--- src/rtl/mux_dest_arb_if.sv ---
// Bus bundle between the VC FIFOs, the destination mux and the destination port.
interface mux_dest_arb_if #(
  parameter int unsigned BITNUMBER = 6,
  parameter int unsigned NUM_VC    = 4,
  parameter int unsigned VC_W      = 2,
  parameter int unsigned COUNT_W   = 8
) ();

  logic [NUM_VC*BITNUMBER-1:0] data_in;
  logic [NUM_VC-1:0]           valid_in;
  logic                        pause_dest;
  logic                        mode_rr;
  logic [NUM_VC-1:0]           pop_out;
  logic                        valid_out_dest;
  logic [BITNUMBER-1:0]        data_out_dest;
  logic [VC_W-1:0]             grant_vc;
  logic [COUNT_W-1:0]          words_sent;

  // Arbiter side: consumes VC heads and destination status, drives pops and the output word.
  modport master (
    input  data_in,
    input  valid_in,
    input  pause_dest,
    input  mode_rr,
    output pop_out,
    output valid_out_dest,
    output data_out_dest,
    output grant_vc,
    output words_sent
  );

  // Environment side: VC FIFOs and destination port.
  modport slave (
    output data_in,
    output valid_in,
    output pause_dest,
    output mode_rr,
    input  pop_out,
    input  valid_out_dest,
    input  data_out_dest,
    input  grant_vc,
    input  words_sent
  );

endinterface

--- src/rtl/mux_dest_arb.sv ---
// N-channel destination mux: fixed-priority or round-robin selection of one VC word
// per cycle, registered toward the destination, with a saturating forwarded-word count.
module mux_dest_arb #(
  parameter int unsigned BITNUMBER = 6,
  parameter int unsigned NUM_VC    = 4,
  parameter int unsigned VC_W      = 2,
  parameter int unsigned COUNT_W   = 8
) (
  input  logic          clk,
  input  logic          reset,
  mux_dest_arb_if.master bus
);

  logic [BITNUMBER-1:0] vc_data [NUM_VC];

  logic                 grant_c;
  logic [VC_W-1:0]      grant_idx_c;
  logic [BITNUMBER-1:0] grant_data_c;
  logic [NUM_VC-1:0]    pop_c;

  logic                 valid_out_q, valid_out_d;
  logic [BITNUMBER-1:0] data_out_q,  data_out_d;
  logic [VC_W-1:0]      grant_vc_q,  grant_vc_d;
  logic [VC_W-1:0]      rr_ptr_q,    rr_ptr_d;
  logic [COUNT_W-1:0]   words_q,     words_d;

  // Unpack the flattened VC data bus into per-channel words.
  for (genvar gi = 0; gi < int'(NUM_VC); gi++) begin : g_unpack
    assign vc_data[gi] = bus.data_in[gi*BITNUMBER +: BITNUMBER];
  end

  // Grant selection: pick the valid VC with the smallest search distance.
  // Fixed mode measures distance from VC0; RR mode from rr_ptr with wrap.
  always_comb begin
    int unsigned dist_v;
    int unsigned best_v;
    grant_c      = 1'b0;
    grant_idx_c  = '0;
    grant_data_c = '0;
    best_v       = NUM_VC;
    dist_v       = 0;
    if (reset && !bus.pause_dest) begin
      for (int i = 0; i < int'(NUM_VC); i++) begin
        if (!bus.mode_rr) begin
          dist_v = 32'(i);
        end else if (32'(i) >= 32'(rr_ptr_q)) begin
          dist_v = 32'(i) - 32'(rr_ptr_q);
        end else begin
          dist_v = 32'(i) + NUM_VC - 32'(rr_ptr_q);
        end
        if (bus.valid_in[i] && (dist_v < best_v)) begin
          best_v       = dist_v;
          grant_c      = 1'b1;
          grant_idx_c  = VC_W'(i);
          grant_data_c = vc_data[i];
        end
      end
    end
  end

  // One-hot pop toward the granted VC FIFO; zero whenever there is no grant.
  always_comb begin
    pop_c = '0;
    for (int i = 0; i < int'(NUM_VC); i++) begin
      pop_c[i] = grant_c && (grant_idx_c == VC_W'(i));
    end
  end

  // Next-state for the output register, pointer and counter.
  always_comb begin
    valid_out_d = 1'b0;
    data_out_d  = data_out_q;
    grant_vc_d  = grant_vc_q;
    rr_ptr_d    = rr_ptr_q;
    words_d     = words_q;
    if (grant_c) begin
      valid_out_d = 1'b1;
      data_out_d  = grant_data_c;
      grant_vc_d  = grant_idx_c;
      rr_ptr_d    = (grant_idx_c == VC_W'(NUM_VC - 1)) ? '0 : grant_idx_c + VC_W'(1);
      words_d     = (words_q == '1) ? words_q : words_q + COUNT_W'(1);
    end else if (!bus.pause_dest) begin
      // Idle cycle: the output word is cleared, everything else holds.
      data_out_d = '0;
    end
  end

  // State registers with synchronous active-low reset.
  always_ff @(posedge clk) begin
    if (!reset) begin
      valid_out_q <= 1'b0;
      data_out_q  <= '0;
      grant_vc_q  <= '0;
      rr_ptr_q    <= '0;
      words_q     <= '0;
    end else begin
      valid_out_q <= valid_out_d;
      data_out_q  <= data_out_d;
      grant_vc_q  <= grant_vc_d;
      rr_ptr_q    <= rr_ptr_d;
      words_q     <= words_d;
    end
  end

  assign bus.pop_out        = pop_c;
  assign bus.valid_out_dest = valid_out_q;
  assign bus.data_out_dest  = data_out_q;
  assign bus.grant_vc       = grant_vc_q;
  assign bus.words_sent     = words_q;

endmodule

--- src/flat_wrapper.sv ---
// flat-port wrapper written by rule: the top's interface ports become plain ports
module mux_dest_arb_flat 
#(
  parameter int unsigned BITNUMBER = 6,
  parameter int unsigned NUM_VC    = 4,
  parameter int unsigned VC_W      = 2,
  parameter int unsigned COUNT_W   = 8
)
  (clk, reset, bus_data_in, bus_valid_in, bus_pause_dest, bus_mode_rr, bus_pop_out, bus_valid_out_dest, bus_data_out_dest, bus_grant_vc, bus_words_sent);
  mux_dest_arb_if #(.BITNUMBER(BITNUMBER), .NUM_VC(NUM_VC), .VC_W(VC_W), .COUNT_W(COUNT_W)) bus_i ();
  input  logic clk;
  input  logic reset;
  input wire logic [$bits(bus_i.data_in)-1:0] bus_data_in;
  input wire logic [$bits(bus_i.valid_in)-1:0] bus_valid_in;
  input wire logic [$bits(bus_i.pause_dest)-1:0] bus_pause_dest;
  input wire logic [$bits(bus_i.mode_rr)-1:0] bus_mode_rr;
  output wire logic [$bits(bus_i.pop_out)-1:0] bus_pop_out;
  output wire logic [$bits(bus_i.valid_out_dest)-1:0] bus_valid_out_dest;
  output wire logic [$bits(bus_i.data_out_dest)-1:0] bus_data_out_dest;
  output wire logic [$bits(bus_i.grant_vc)-1:0] bus_grant_vc;
  output wire logic [$bits(bus_i.words_sent)-1:0] bus_words_sent;
  assign bus_i.data_in = bus_data_in;
  assign bus_i.valid_in = bus_valid_in;
  assign bus_i.pause_dest = bus_pause_dest;
  assign bus_i.mode_rr = bus_mode_rr;
  assign bus_pop_out = bus_i.pop_out;
  assign bus_valid_out_dest = bus_i.valid_out_dest;
  assign bus_data_out_dest = bus_i.data_out_dest;
  assign bus_grant_vc = bus_i.grant_vc;
  assign bus_words_sent = bus_i.words_sent;
  mux_dest_arb #(.BITNUMBER(BITNUMBER), .NUM_VC(NUM_VC), .VC_W(VC_W), .COUNT_W(COUNT_W)) u_core (.clk(clk), .reset(reset), .bus(bus_i));
endmodule
--- config.mk ---
export PLATFORM = sky130hd
export DESIGN_NAME = mux_dest_arb_flat
export DESIGN_NICKNAME = d
export VERILOG_FILES = /design/src/rtl/mux_dest_arb_if.sv /design/src/rtl/mux_dest_arb.sv /design/src/flat_wrapper.sv
export SDC_FILE = /design/constraint.sdc
export NUM_CORES = 1
export LEC_CHECK = 0
export BUFFER_PORTS_ARGS = -buffer_cell sky130_fd_sc_hd__buf_2
export CAP_MARGIN = 20
export CORE_MARGIN = 3
export CORE_UTILIZATION = 46
export DETAILED_ROUTE_END_ITERATION = 10
export PLACE_DENSITY = 0.77
export SLEW_MARGIN = 20
export SYNTH_ARGS = -nofsm -noshare
export SYNTH_HDL_FRONTEND = slang
export SYNTH_SLANG_ARGS = --single-unit
--- constraint.sdc ---
create_clock -name clk -period 6.9 [get_ports clk]
set_input_delay 1.38 -clock clk [delete_from_list [all_inputs] [get_ports clk]]
set_output_delay 1.38 -clock clk [all_outputs]
set_load 0.03 [all_outputs]
==> flow_summary_export.csv <==
group,metric,value,unit
layout,nets,293,
yosys,ys_types,56,
setup_path,cpPeakStageDelay,0.31,ns
yosys,yosysWarnings,0,
setup_path,worst_setup_path_start_kind,"primary input",
global_route,grt_pass1_wl,6.244,mm
yosys,seq_area_frac_synth,23.66,%
setup_path,worstPathArrival,5.25,ns
floorplanning,initial_core_util,50.20,%
global_route,antenna_found_initial,0,
layout,mostFrequentLayoutCells,"52 x buf_2, 30 x nand2_1, 19 x dfxtp_1",
clock_tree,cts_hold_buf,0,
yosys,ys_seq_elements,19,
floorplanning,die_area,0.004241,mm²
floorplanning,die_height,65.12,µm
setup_path,crit_path_end_kind,"output port",
placement,placed_area,0.001983,mm²
yosys,syn_inst,183,
routing,vias_per_cell,5.340,
routing,drtIter0Drc,75,
global_route,grt_pass1_vias,1481,
worst_hold_path,hold_path.class,"reg -> reg",
floorplanning,die_w,65.12,µm
setup_path,worstSetupPathType,"in -> out",
routing,wl,3.555,mm
placement,place.gp.congestion,0.8031,
layout,final_common_cell,"buf_2",
timing,final_hold_viol_count,0,
outcome,status,"complete, no violations",
yosys,syn_avg_cell_area,8.786,µm²
clock_tree,clk_path_buf_depth,2,
timing,period_minus_slack,6.631,ns
setup_path,crit_slowest_cell,"mux2_4",
routing,dr.pass1.iters,4,
layout,fin_cells,288,
global_route,gr-total-overflow,0,
global_route,track_usage,18.33,%
timing,clock_skew,0.008654,ns
clock_tree,clock-sinks,19,
yosys,syn-cell-area,0.001608,mm²
timing,setup_violations,0,
setup_path,crit_fanout,4,
setup_path,crit_path_cell_trace,"buf_2 > or2b_1 > or2_4 > ha_4 > and4b_2 > o211ai_4 > mux2_4 > ha_1 > a211o_1 > a21boi_1 > a21bo_2 > o21ai_2 > ha_2 > nor2b_1 > o211ai_1 > mux2i_1 > o21ai_2 > inv_2 > ha_1 > and2_4 > buf_2",
routing,drcViolationCount,0,
pwr,power_density,138.8,mW/mm²
floorplanning,io_pins,53,
layout,syn_to_final_growth,26.15,%
setup_path,critPathRequiredTime,5.52,ns
pwr,max-vdd-ir-drop,0.1100,mV
timing,maxSlewViolCount,0,
floorplanning,rows,20,
clock_tree,cts_tree,"built",
layout,drive_gt1_share,37.70,%
timing,worst_slack,0.2694,ns
routing,drtAntennaViolNets,0,
yosys,yosys.area.top_type,"dfxtp_1",
clock_tree,clkTransAtPathRegs,0.10,ns
clock_tree,h-tree-depth,1,
pwr,p_leak,1.038,nW
clock_tree,cts_inserted_buffers,3,
placement,hpwlAfterDp,2.976,mm
routing,dr_total_vias,1538,
floorplanning,core,0.003203,mm²
routing,wire_per_inst,12.34,µm
flow_run,maxCapViolCount,0,
clock_tree,clock_latency,0.30,ns
layout,finalInstanceArea,0.002028,mm²
clock_tree,clockRootBuffer,"clkbuf_4",
timing,max_freq,150.8,MHz
placement,dp_cells,282,
global_route,grt_max_degree,19,
placement,io_buffers,52,
yosys,yosys.area.top_type_share,23.66,%
timing,fin_crit_sh,96.10,%
layout,diodes,0,
yosys,synth.area.top_cells,"dfxtp_1 24%, ha_1 12%, mux2i_1 8.7%",
placement,place_worst_setup_slack,0.07003,ns
==> stage by stage <==
stage | hold WS (ns) | total power, W | utilization, % | TNS [ns]
detailed placement | 0.4286 | 0.0002276 | 61.91 | 0
global route | 0.4708 | 0.0003023 | 63.32 | -0.002054
floorplan | 0.5384 | 0.0001968 | - | 0
global placement | 0.4290 | 0.0002257 | 61.91 | 0
finish | 0.4395 | 0.0002816 | 63.32 | 0
CTS | 0.4434 | 0.0002832 | 62.73 | 0
==> registers in the layout, indices dropped and copies added, names as in the netlist <==
register,count
u_core.bus.words_sent,8
u_core.bus.data_out_dest,6
u_core.bus.grant_vc,2
u_core.rr_ptr_q,2
u_core.bus.valid_out_dest,1
==> report_power, final <==
group / switching (W) / total, W / internal (W) / leakage, nW
clock: 0.0000331 / 0.0000556 / 0.0000225 / 0.0150
sequential: 0.00000541 / 0.000122 / 0.000117 / 0.155
combinational: 0.0000610 / 0.000104 / 0.0000428 / 0.868
total: 0.0000995 / 0.000282 / 0.000182 / 1.04
==> cells in the mapped netlist, drive strengths merged <==
cell / count
buf: 4
o211ai: 3
a21boi: 2
o21ai: 9
ha: 16
and2: 14
and3: 2
inv: 12
nor4: 1
o311a: 1
nor3: 3
o221a: 1
xnor2: 4
o311ai: 1
nor2b: 1
nor2: 9
a21bo: 1
mux2: 1
a32oi: 6
or2: 1
nand4: 1
nand4b: 1
conb: 1
or2b: 1
a21oi: 2
o21a: 1
and2b: 2
a41oi: 2
mux2i: 14
o2111a: 1
nand2: 30
and4b: 2
a31oi: 1
a211o: 2
and4: 1
dfxtp: 19
a31o: 1
nand3: 4
a311oi: 2
o31ai: 2
a211oi: 1
==> final cells by class <==
type | instances | area (µm²)
Clock buffer | 4 | 26.28
Fill cell | 310 | 1175
Inverter | 12 | 45.04
Multi-Input combinational cell | 149 | 1201
Sequential cell | 19 | 380.4
Tap cell | 44 | 55.05
Timing Repair Buffer | 60 | 320.3
==> per-layer routing <==
layer / GRT usage, % / share of wire, %
met1: 22.83 / 42
met2: 32.44 / 50
met3: 4.615 / 7.5
met4: 2.850 / 0.31
met5: 0 / 0
==> cell families after synthesis <==
group	after synthesis	synth area share, %
AOI/OAI and AO/OA	39	22.02
adders and majority gates	16	12.45
DFF	19	23.66
buffers and inverters	16	4.746
and+or+nand+nor	73	25.29
other	1	0.2332
xor gates and xnor gates	4	2.179
muxes	15	9.416
==> path summary, 6_finish.rpt <==
| kind | start | to | slack [ns] | cells after the start |
|---|---|---|---|---|
| max | bus_mode_rr | bus_pop_out[3] | 0.27 | 21 |
| min | u_core.bus.data_out_dest[5] | u_core.bus.data_out_dest[5] | 0.44 | 2 |
| max reg2reg | u_core.rr_ptr_q[0] | u_core.rr_ptr_q[1] | 2.31 | 21 |
| min reg2reg | u_core.bus.data_out_dest[5] | u_core.bus.data_out_dest[5] | 0.44 | 2 |
==> worst max-delay path: cells and delay by family <==
family / cells / cell delay, ns
AO/OA/AOI/OAI: 7 / 1.39
buffers and inverters: 3 / 0.31
multiplexers: 2 / 0.47
AND/OR/NAND/NOR: 5 / 0.97
adder cells (fa/ha/maj): 4 / 0.73
==> repair_timing <==
action                     in CTS  in global routing
setup endpoints to repair       0                  4
buffers inserted                0                  2
gates resized for setup         0                  4
(Power assumes the default switching activity.)
